**config.mk**
```make
export PLATFORM = sky130hd
export DESIGN_NAME = rf_wb_arbiter
export DESIGN_NICKNAME = d
export VERILOG_FILES = /design/src/rtl/rf_pkg.sv /design/src/rtl/rf_scoreboard.sv /design/src/rtl/rf_wb_arbiter.sv
export SDC_FILE = /design/constraint.sdc
export NUM_CORES = 1
export LEC_CHECK = 0
export ABC_AREA = 0
export CORE_MARGIN = 2
export CORE_UTILIZATION = 45
export CTS_BUF_LIST = sky130_fd_sc_hd__clkbuf_8
export DETAILED_ROUTE_END_ITERATION = 8
export HOLD_SLACK_MARGIN = 0.15
export PLACE_DENSITY_LB_ADDON = 0.3
export SETUP_SLACK_MARGIN = 0.3
export SLEW_MARGIN = 20
export SYNTH_ARGS = -nofsm -noshare
export SYNTH_HDL_FRONTEND = slang
export SYNTH_SLANG_ARGS = --single-unit
```
**constraint.sdc**
```tcl
create_clock -name clk -period 3.6 [get_ports clk]
set_input_delay 0.54 -clock clk [delete_from_list [all_inputs] [get_ports clk]]
set_output_delay 0.54 -clock clk [all_outputs]
set_load 0.05 [all_outputs]
```
**src/rtl/rf_pkg.sv**
```systemverilog
// rtl/rf_pkg.sv - shared widths, register ids and requester ids for the writeback arbiter
package rf_pkg;
    localparam int XLEN = 32;
    localparam int REG_AW = 5;
    localparam int NREG = 32;
    localparam logic [REG_AW-1:0] ZERO_REG = '0;

    typedef enum logic {
        SRC_PIPE = 1'b0,
        SRC_LONG = 1'b1
    } src_e;
endpackage

```
**src/rtl/rf_scoreboard.sv**
```systemverilog
// rtl/rf_scoreboard.sv - pending-destination scoreboard for long-latency writebacks
module rf_scoreboard
    import rf_pkg::*;
#(
    parameter int NREG_P = rf_pkg::NREG
) (
    input  logic              clk,
    input  logic              rst_n,
    input  logic              i_alloc_valid,
    input  logic [REG_AW-1:0] i_alloc_rd,
    input  logic              i_l_xfer,
    input  logic [REG_AW-1:0] i_l_rd,
    input  logic              i_p_xfer,
    input  logic [REG_AW-1:0] i_p_rd,
    input  logic [REG_AW-1:0] i_q_rs1,
    input  logic [REG_AW-1:0] i_q_rs2,
    output logic              o_alloc_stall,
    output logic              o_q_busy1,
    output logic              o_q_busy2,
    output logic [NREG_P-1:0] o_pending,
    output logic              o_sb_err
);
    logic [NREG_P-1:0] r_pending;
    logic              r_sb_err;
    logic [NREG_P-1:0] w_pending_nxt;
    logic              w_set;
    logic              w_clr;
    logic              w_l_err;
    logic              w_p_err;

    assign w_set   = i_alloc_valid && (i_alloc_rd != ZERO_REG) && !r_pending[i_alloc_rd];
    assign w_clr   = i_l_xfer && (i_l_rd != ZERO_REG);
    assign w_l_err = i_l_xfer && (i_l_rd != ZERO_REG) && !r_pending[i_l_rd];
    assign w_p_err = i_p_xfer && (i_p_rd != ZERO_REG) && r_pending[i_p_rd];

    // Clear is applied last so a same-register claim/clear leaves the entry free.
    always_comb begin
        w_pending_nxt = r_pending;
        if (w_set) w_pending_nxt[i_alloc_rd] = 1'b1;
        if (w_clr) w_pending_nxt[i_l_rd] = 1'b0;
    end

    always_ff @(posedge clk or negedge rst_n) begin
        if (!rst_n) begin
            r_pending <= '0;
            r_sb_err  <= 1'b0;
        end else begin
            r_pending <= w_pending_nxt;
            if (w_l_err || w_p_err) r_sb_err <= 1'b1;
        end
    end

    assign o_alloc_stall = i_alloc_valid && (i_alloc_rd != ZERO_REG) && r_pending[i_alloc_rd];
    assign o_q_busy1     = (i_q_rs1 != ZERO_REG) && r_pending[i_q_rs1];
    assign o_q_busy2     = (i_q_rs2 != ZERO_REG) && r_pending[i_q_rs2];
    assign o_pending     = r_pending;
    assign o_sb_err      = r_sb_err;
endmodule

```
**src/rtl/rf_wb_arbiter.sv**
```systemverilog
// rtl/rf_wb_arbiter.sv - shares the register file write port between pipeline and long-latency unit
module rf_wb_arbiter
    import rf_pkg::*;
#(
    parameter int XLEN_P   = rf_pkg::XLEN,
    parameter int NREG_P   = rf_pkg::NREG,
    parameter int MAX_WAIT = 4
) (
    input  logic              clk,
    input  logic              rst_n,
    input  logic              p_valid,
    input  logic [REG_AW-1:0] p_rd,
    input  logic [XLEN_P-1:0] p_data,
    output logic              p_ready,
    input  logic              l_valid,
    input  logic [REG_AW-1:0] l_rd,
    input  logic [XLEN_P-1:0] l_data,
    output logic              l_ready,
    input  logic              alloc_valid,
    input  logic [REG_AW-1:0] alloc_rd,
    output logic              alloc_stall,
    input  logic [REG_AW-1:0] q_rs1,
    input  logic [REG_AW-1:0] q_rs2,
    output logic              q_busy1,
    output logic              q_busy2,
    output logic [NREG_P-1:0] pending,
    output logic              wb_we,
    output logic [REG_AW-1:0] wb_addr,
    output logic [XLEN_P-1:0] wb_data,
    output logic              sb_err
);
    localparam int WW = $clog2(MAX_WAIT + 1);

    logic [WW-1:0]     r_wait_cnt;
    logic              r_wb_we;
    logic [REG_AW-1:0] r_wb_addr;
    logic [XLEN_P-1:0] r_wb_data;
    logic              w_starve;
    logic              w_p_xfer;
    logic              w_l_xfer;
    logic              w_xfer;
    src_e              w_src;
    logic [REG_AW-1:0] w_rd;
    logic [XLEN_P-1:0] w_data;

    // Pipeline has priority until the long-latency unit has lost MAX_WAIT times in a row.
    assign w_starve = (r_wait_cnt == WW'(MAX_WAIT));
    assign p_ready  = !(l_valid && w_starve);
    assign l_ready  = l_valid && (!p_valid || w_starve);
    assign w_p_xfer = p_valid && p_ready;
    assign w_l_xfer = l_valid && l_ready;
    assign w_xfer   = w_p_xfer || w_l_xfer;
    assign w_src    = w_l_xfer ? SRC_LONG : SRC_PIPE;
    assign w_rd     = (w_src == SRC_LONG) ? l_rd : p_rd;
    assign w_data   = (w_src == SRC_LONG) ? l_data : p_data;

    always_ff @(posedge clk or negedge rst_n) begin
        if (!rst_n) begin
            r_wait_cnt <= '0;
            r_wb_we    <= 1'b0;
            r_wb_addr  <= '0;
            r_wb_data  <= '0;
        end else begin
            if (l_valid && !l_ready) begin
                if (!w_starve) r_wait_cnt <= r_wait_cnt + WW'(1);
            end else begin
                r_wait_cnt <= '0;
            end
            r_wb_we <= w_xfer && (w_rd != ZERO_REG);
            if (w_xfer) begin
                r_wb_addr <= w_rd;
                r_wb_data <= w_data;
            end
        end
    end

    rf_scoreboard #(.NREG_P(NREG_P)) u_sb (
        .clk           (clk),
        .rst_n         (rst_n),
        .i_alloc_valid (alloc_valid),
        .i_alloc_rd    (alloc_rd),
        .i_l_xfer      (w_l_xfer),
        .i_l_rd        (l_rd),
        .i_p_xfer      (w_p_xfer),
        .i_p_rd        (p_rd),
        .i_q_rs1       (q_rs1),
        .i_q_rs2       (q_rs2),
        .o_alloc_stall (alloc_stall),
        .o_q_busy1     (q_busy1),
        .o_q_busy2     (q_busy2),
        .o_pending     (pending),
        .o_sb_err      (sb_err)
    );

    assign wb_we   = r_wb_we;
    assign wb_addr = r_wb_addr;
    assign wb_data = r_wb_data;
endmodule
```
# Word level (Yosys, flattened, before mapping)

Cells that the tools add are included.

Output and inout port bits: 76
Bits in registers: 74
Word-level logic and storage cells: 71

Add/subtract/negate cells: 1
Reduce and logical (&&, ||, !) cells: 31
Multiplexer cells: 21
Bitwise gates (word level): 3
Magnitude comparators: 7
Equality and inequality tests: 2

Operators by type and width:

| cell                | count |
|---|---|
| $mux 32             | 3 |
| $and 32x32->32      | 1 |
| $not 32->32         | 1 |
| $or 32x32->32       | 1 |
| $lt 5x6->1 const B  | 5 |
| $reduce_bool 5->1   | 6 |
| $bmux 1 s5          | 5 |
| $logic_and 1x1->1   | 17 |
| $demux 1 s5         | 2 |
| $ge 5x1->1 const B  | 2 |
| $mux 1              | 8 |
| $mux 3              | 2 |
| $logic_not 1->1     | 5 |
| $mux 5              | 1 |
| $add 3x1->3 const B | 1 |
| $eq 3x3->1 const B  | 1 |
| $logic_or 1x1->1    | 3 |
| $ne 2x2->1 const B  | 1 |

# Logic depth before layout (Yosys ltp)

Gate-level depths: netlist of the first run.

Depth in word-level cells: 8
Depth in mapped cells: 10
Gate-level depth less buffers: 9

# Cells and area by module

From an unflattened synthesis of the first run, not the netlist that was laid out.

Cells, all modules: 423
Area, all modules: 4678.2 sq um

Modules (own cells, without submodules):

| module        | instances | area each (sq um) | sequential area each (sq um) | cells an instance |
|---|---|---|---|---|
| rf_scoreboard | 1         | 2782.7            | 825.8                        | 263 |
| rf_wb_arbiter | 1         | 1895.6            | 1026.0                       | 160 |

# Worst setup path after synthesis of the first run

OpenSTA, ideal clock, no wires.

Path kind: input -> output
Start: in alloc_rd[3]
End: out alloc_stall
Data required time: 3.060 ns
Cell stages on the path: 6
Path slack: 0.423 ns
Data arrival time: 2.637 ns
Path through: clkbuf_1 > or3b_2 > nor2b_1 > nor4_4 > buf_6 > a31oi_1

Cells in the longest elaborated chain, start to end: 3

Ends and longest elaborated chain:

| element                                                                  | line                | text |
|---|---|---|
| start, declared                                                          | rf_wb_arbiter.sv:20 | `input logic [REG_AW-1:0] alloc_rd,` |
| $bmux 1 s5 / $reduce_bool 5->1 (equally long branches)                   | rf_scoreboard.sv:53 | `assign o_alloc_stall = i_alloc_valid && (i_alloc_rd != ZERO_REG) && r_pending[i_alloc_rd];` |
| $mux 1 (not written as such) / $logic_and 1x1->1 (equally long branches) | rf_scoreboard.sv:53 |  |
| $logic_and 1x1->1 *                                                      | rf_scoreboard.sv:53 |  |
| end, declared                                                            | rf_wb_arbiter.sv:21 | `output logic alloc_stall,` |

Every way passes the cells marked *; elsewhere a longest branch is shown, timed or not. The select of a mux whose other input is x is not followed.

# Worst setup path in the final report of the first run

Start: in alloc_rd[0]
End: out alloc_stall

The elaborated chain is that of the path after synthesis.

==> results.toml, run 1 <==
[cells_and_area]
syn2layout_area_growth_pct = 42.7
antennaDiodeCount = 0
nets = 687
fin_util_pct = 65.5
final_cell_mix = "clkdlybuf4s50_1 (161), dfrtp_1 (74), nor2_1 (41)"
fin_cells = 732
layout_commonest_cell = "clkdlybuf4s50_1"
drive_gt1_share_pct = 13.9
finalInstanceArea_um2 = 6670

[pwr]
power.density_nw_per_um2 = 558
p_total_mw = 3.73
total_leakage_power_nw = 2.78
vdd_drop_max_mv = 0.302

[global_route]
grt_pass1_wl_um = 24900
antenna_found_initial = 0
grt-ovfl-total = 0
grt_pass1_vias = 4683
grt_usage_pct = 28.9
grt_max_degree = 75

[sta]
maxSlewHeadroom_pct = 38.7
clock.fmax_mhz = 312
setup_viol = 0
finalMaxSlewViolations = 0
rsz0062_at_grt = "no"
fin_crit_ns = 3.21
skew_ns = 0.00861
tightestPinTransition_ns = 0.920
hold_slack_ns = 0.317
setup_ws_ns = 0.394
fin_tns_setup_ns = 0
hold_viol_final = 0
finalCritPeriodShare_pct = 89.0

[placed_design]
pre_cts_ws_ns = 0.193
dp.cells = 716
hpwlAfterDp_um = 11400
io_buffers = 169
gp_congestion = 0.965
postPlaceCellArea_um2 = 6460

[clocking]
cts_sinks = 74
cts_tree = "done"
clockBufferDepth = 2
htree_levels = 3
cts_root_buf = "clkbuf_8"
clock_latency_ns = 0.35
numCtsBuffers = 9
clk_pin_slew_worst_paths_ns = 0.07

[yosys]
synth_seq_area_share_pct = 39.6
synth-xor-area-share_pct = 0
synth_cell_types = 48
synth_nets = 534
yosys.area_share.simple_pct = 11.8
synth-adder-area-share_pct = 0.535
synth_top_family_by_area = "multiplexers"
syn-mean-instance-area_um2 = 10.7
muxShareOfSynthArea_pct = 22.9
synth_area_um2 = 4670
synth_warnings = 0
synth_cells = 438
synth_seq_cells = 74
synth_compound_area_share_pct = 18.3

[drt]
totalWireLength_um = 15800
wl_per_cell_um = 21.6
drc = 0
first_pass_iters = 9
viasPerCell = 6.35
antenna_left = 0
vias = 4647
first_iter_violations = 707

[floorplanning]
coreArea_um2 = 10200
die_y_um = 106
start_util_pct = 45.9
dieArea_um2 = 11200
die_w_um = 106
io-pin-count = 170
num_rows = 37

[critical_path]
reg2reg_from = "r_wait_cnt[0]"
path_class = "input port to output port"
startpoint_type = "input port"
critPathCaptureType = "output port"
regToRegSetupSlack_ns = 0.95
arrival_ns = 2.67
required_ns = 3.06
timing.rr.end = "u_sb.o_sb_err"
ff2ff_path_depth = 9
worstPathMaxFanout = 22

[min_path]
holdCritPathClass = "input port to async pin"

[flow_run]
cap_violations = 0

[status]
status = "finished, final reports clean"
how the worst max path moves through the flow:
stage,start,to,depth (start not counted)
detailed placement,q_rs1[0],q_busy1,5
floorplan,alloc_rd[3],alloc_stall,6
global placement,q_rs1[0],q_busy1,5
global route,alloc_rd[0],alloc_stall,7
CTS,alloc_rd[0],alloc_stall,7
finish,alloc_rd[0],alloc_stall,7
timing repair:
action	4_1_cts	5_1_grt
pin swaps	0	0
hold buffers	0	0
setup buffers	0	0
endpoints found under the setup margin	2	1
resized for setup	2	2
routing by layer:
layer	share of wire [%]	wire (um)	track usage [%]	up-vias
met3	13	2010	7.79	43
met4	3.1	498	14.1	0
li1	-	-	-	1996
met5	0	0	0	-
met1	38	6000	37.6	2249
met2	46	7310	44.8	359
power by group:
| part | internal, mW | switching, mW |
|---|---|---|
| Sequential | 0.982 | 0.328 |
| Clock | 0.354 | 0.309 |
| Combinational | 0.758 | 0.995 |
| Total | 2.09 | 1.63 |
cell families after synthesis:
kind of cell    count (synthesis)
simple gates                  109
fa+ha+maj                       2
mux                            59
buf+inv                        79
flops                          74
compound gates                115
layout make-up:
class | instances | area [um^2]
Fill cell | 788 | 3510
Timing Repair Buffer | 181 | 1790
Inverter | 40 | 150
Sequential cell | 74 | 1850
Clock buffer | 11 | 151
Tap cell | 136 | 170
Multi-Input combinational cell | 285 | 2500
Clock inverter | 5 | 52.6
flip-flops by register name, indices dropped and copies added (netlist names):
signal and cells:
u_sb.o_pending 32, wb_addr 5, wb_we 1, u_sb.o_sb_err 1, r_wait_cnt 3, wb_data 32
cell usage after synthesis (all sizes together):
| cell type | count | area share (%) |
|---|---|---|
| mux2i | 16 | 3.4 |
| nor2b | 8 | 1.2 |
| or2 | 1 | 0.13 |
| o2111ai | 1 | 0.19 |
| nor3 | 4 | 0.43 |
| o21ai | 11 | 1.2 |
| or3 | 2 | 0.27 |
| nand2b | 7 | 0.94 |
| mux4 | 37 | 18 |
| and2 | 3 | 0.40 |
| nor4b | 1 | 0.19 |
| a32oi | 1 | 0.19 |
| dfrtp | 74 | 40 |
| clkbuf | 30 | 2.4 |
| nand3b | 3 | 0.48 |
| nor4 | 3 | 0.72 |
| or4 | 1 | 0.16 |
| a221o | 1 | 0.21 |
| nor2 | 42 | 3.4 |
| and4b | 1 | 0.21 |
| a2111oi | 2 | 0.37 |
| a221oi | 1 | 0.32 |
| a41oi | 1 | 0.19 |
| mux2 | 6 | 1.5 |
| o311ai | 1 | 0.19 |
| o31a | 1 | 0.19 |
| nor4bb | 1 | 0.21 |
| buf | 9 | 1.3 |
| o22a | 1 | 0.19 |
| nand3 | 7 | 0.75 |
| inv | 40 | 3.2 |
| nand2 | 21 | 1.7 |
| a222oi | 32 | 6.9 |
| a31oi | 34 | 4.6 |
| and3 | 2 | 0.27 |
| a21oi | 24 | 2.6 |
| ha | 2 | 0.54 |
| a311oi | 3 | 0.94 |
| o211ai | 1 | 0.16 |
| or3b | 2 | 0.37 |
critical path: stages:
cell and delay (ns):
clkdlybuf4s50_1 0.48, buf_6 0.22, mux4_2 0.51, nor2b_1 0.16
nor4_4 0.37, a31oi_1 0.15, buf_4 0.21
Note: power is estimated with default switching activity, not from simulation.
==> run 2, diff against run 1 <==
--- a/config.mk
+++ b/config.mk
@@ -6,12 +6,13 @@
 export NUM_CORES = 1
 export LEC_CHECK = 0
 export ABC_AREA = 0
+export CAP_MARGIN = 20
 export CORE_MARGIN = 2
 export CORE_UTILIZATION = 45
 export CTS_BUF_LIST = sky130_fd_sc_hd__clkbuf_8
 export DETAILED_ROUTE_END_ITERATION = 8
 export HOLD_SLACK_MARGIN = 0.15
-export PLACE_DENSITY_LB_ADDON = 0.3
+export PLACE_DENSITY = 0.81
 export SETUP_SLACK_MARGIN = 0.3
 export SLEW_MARGIN = 20
 export SYNTH_ARGS = -nofsm -noshare
==> run 2 against run 1 <==
Global-route usage rose by 0.49 points; clock skew rose by 0.00060 ns; first-iteration DRC count fell by 8.8%; flip-flop and latch count did not move; maximum frequency rose by 0.17%; sequential share of layout area fell by 0.28 points; largest cell class unchanged.
==> results.toml, run 2 (same netlist as run 1, synthesis figures left out) <==
[clocking]
clockBufferDepth = 2
htree_levels = 3
post_cts_buffers = 0
numCtsBuffers = 9
cts_resized = 2
clk_pin_slew_worst_paths_ns = 0.08
cts_tree = "done"
cts_sinks = 74
clock_latency_ns = 0.35
holdBufCountCts = 0
cts_root_buf = "clkbuf_8"

[sta]
clock.fmax_mhz = 312
finalCritPeriodShare_pct = 88.9
maxSlewHeadroom_pct = 47.7
setup_viol = 0
skew_ns = 0.00921
fin_crit_ns = 3.20
finalMaxSlewViolations = 0
tightestPinTransition_ns = 0.784
fin_tns_setup_ns = 0
rsz0062_at_grt = "no"
hold_viol_final = 0

[global_route]
grt_pass1_wl_um = 25400
grt-ovfl-total = 0
grt_max_degree = 36
antenna_found_initial = 0
grt_usage_pct = 29.4
grt_pass1_vias = 4659

[drt]
wl_per_cell_um = 22.0
totalWireLength_um = 16100
drc = 0
antenna_left = 0
first_iter_violations = 645
first_pass_iters = 7
viasPerCell = 6.35
vias = 4670

[critical_path]
timing.critical_path.mode_cell = "buf_4"
worstPathMaxFanout = 22
critPathCaptureType = "output port"
arrival_ns = 2.66
worst-path-buf-inv = 3
critPathMaxStageDelay_ns = 0.53
worstPathCellList = "clkdlybuf4s50_1 > buf_4 > mux4_2 > nor2b_1 > nor4_4 > a31oi_1 > buf_4"
required_ns = 3.06
cp_slowest_cell = "mux4_2"
crit_family = "buffers and inverters"
startpoint_type = "input port"
path_class = "input port to output port"

[cells_and_area]
n_fill_cell = 813
layout_commonest_cell = "clkdlybuf4s50_1"
nets = 690
fin_util_pct = 66.2
drive_gt1_share_pct = 14.4
antennaDiodeCount = 0
syn2layout_area_growth_pct = 44.2
ff_latch_area_um2 = 1850
multiInputGateArea_um2 = 2500
final_cell_mix = "clkdlybuf4s50_1 (162), dfrtp_1 (74), inv_1 (41), nor2_1 (41), mux4_2 (36)"

[flow_run]
cap_violations = 0

[floorplanning]
num_rows = 37
io-pin-count = 170
coreArea_um2 = 10200
start_util_pct = 45.9
die_y_um = 106
dieArea_um2 = 11200
die_w_um = 106

[placed_design]
hpwlAfterDp_um = 11600
gp_congestion = 0.960
io_buffers = 169

[pwr]
total_leakage_power_nw = 2.81
vdd_drop_max_mv = 0.342
power.density_nw_per_um2 = 583

[status]
status = "finished, final reports clean"

[min_path]
holdCritPathClass = "input port to async pin"
run 2: cell type report:
type | instances | share of cell area (%)
Tap cell | 136 | 2.52
Clock inverter | 7 | 2.10
Clock buffer | 9 | 1.84
Inverter | 40 | 2.23
Sequential cell | 74 | 27.5
Timing Repair Buffer | 184 | 26.7
Multi-Input combinational cell | 285 | 37.2
run 2: final timing paths:
path | startpoint | endpoint | slack [ns] | cells past startpoint
min | rst_n | wb_data[14] | 0.26 | 1
min in group clk | r_wait_cnt[0] | r_wait_cnt[0] | 0.46 | 1
max in group asynchronous | rst_n | u_sb.o_pending[10] | 2.56 | 2
min reg2reg | r_wait_cnt[0] | r_wait_cnt[0] | 0.46 | 1
max | alloc_rd[0] | alloc_stall | 0.40 | 7
max reg2reg | r_wait_cnt[0] | u_sb.o_sb_err | 1.33 | 10
run 2: stage by stage:
stage          instances  power [mW]  hold WS [ns]  setup slack, ns  instance area, um^2
6_report             735        3.93         0.260            0.400                 6740
5_1_grt              735        4.07         0.316            0.313                 6740
4_1_cts              735        3.92         0.275            0.423                 6740
3_5_place_dp         719        3.06         0.451            0.191                 6480
3_3_place_gp         719        3.03         0.446            0.242                 6480
2_1_floorplan        438        2.35         0.244            0.423                 4670
run 2: routing by layer:
| metal | vias to the layer above | global-route usage [%] | part of all wire [%] |
|---|---|---|---|
| li1 | 2005 | - | - |
| met1 | 2278 | 39.0 | 38 |
| met2 | 354 | 47.3 | 48 |
| met3 | 33 | 7.11 | 12 |
| met4 | 0 | 10.5 | 2.3 |
| met5 | - | 0 | 0 |
run 2: report_power, final:
group          switching [mW]  internal [mW]  leakage, nW  total [mW]
sequential              0.336          0.981        0.893        1.32
combinational            1.00          0.759         1.78        1.76
clock                   0.323          0.532        0.135       0.855
total                    1.66           2.27         2.81        3.93
==> run 3, diff against run 2 <==
--- a/config.mk
+++ b/config.mk
@@ -6,6 +6,7 @@
 export NUM_CORES = 1
 export LEC_CHECK = 0
 export ABC_AREA = 0
+export ABC_CLOCK_PERIOD_IN_PS = 3600
 export CAP_MARGIN = 20
 export CORE_MARGIN = 2
 export CORE_UTILIZATION = 45
==> results of run 3 <==
No change in the layout: final DEF, timing and power equal those of run 2.
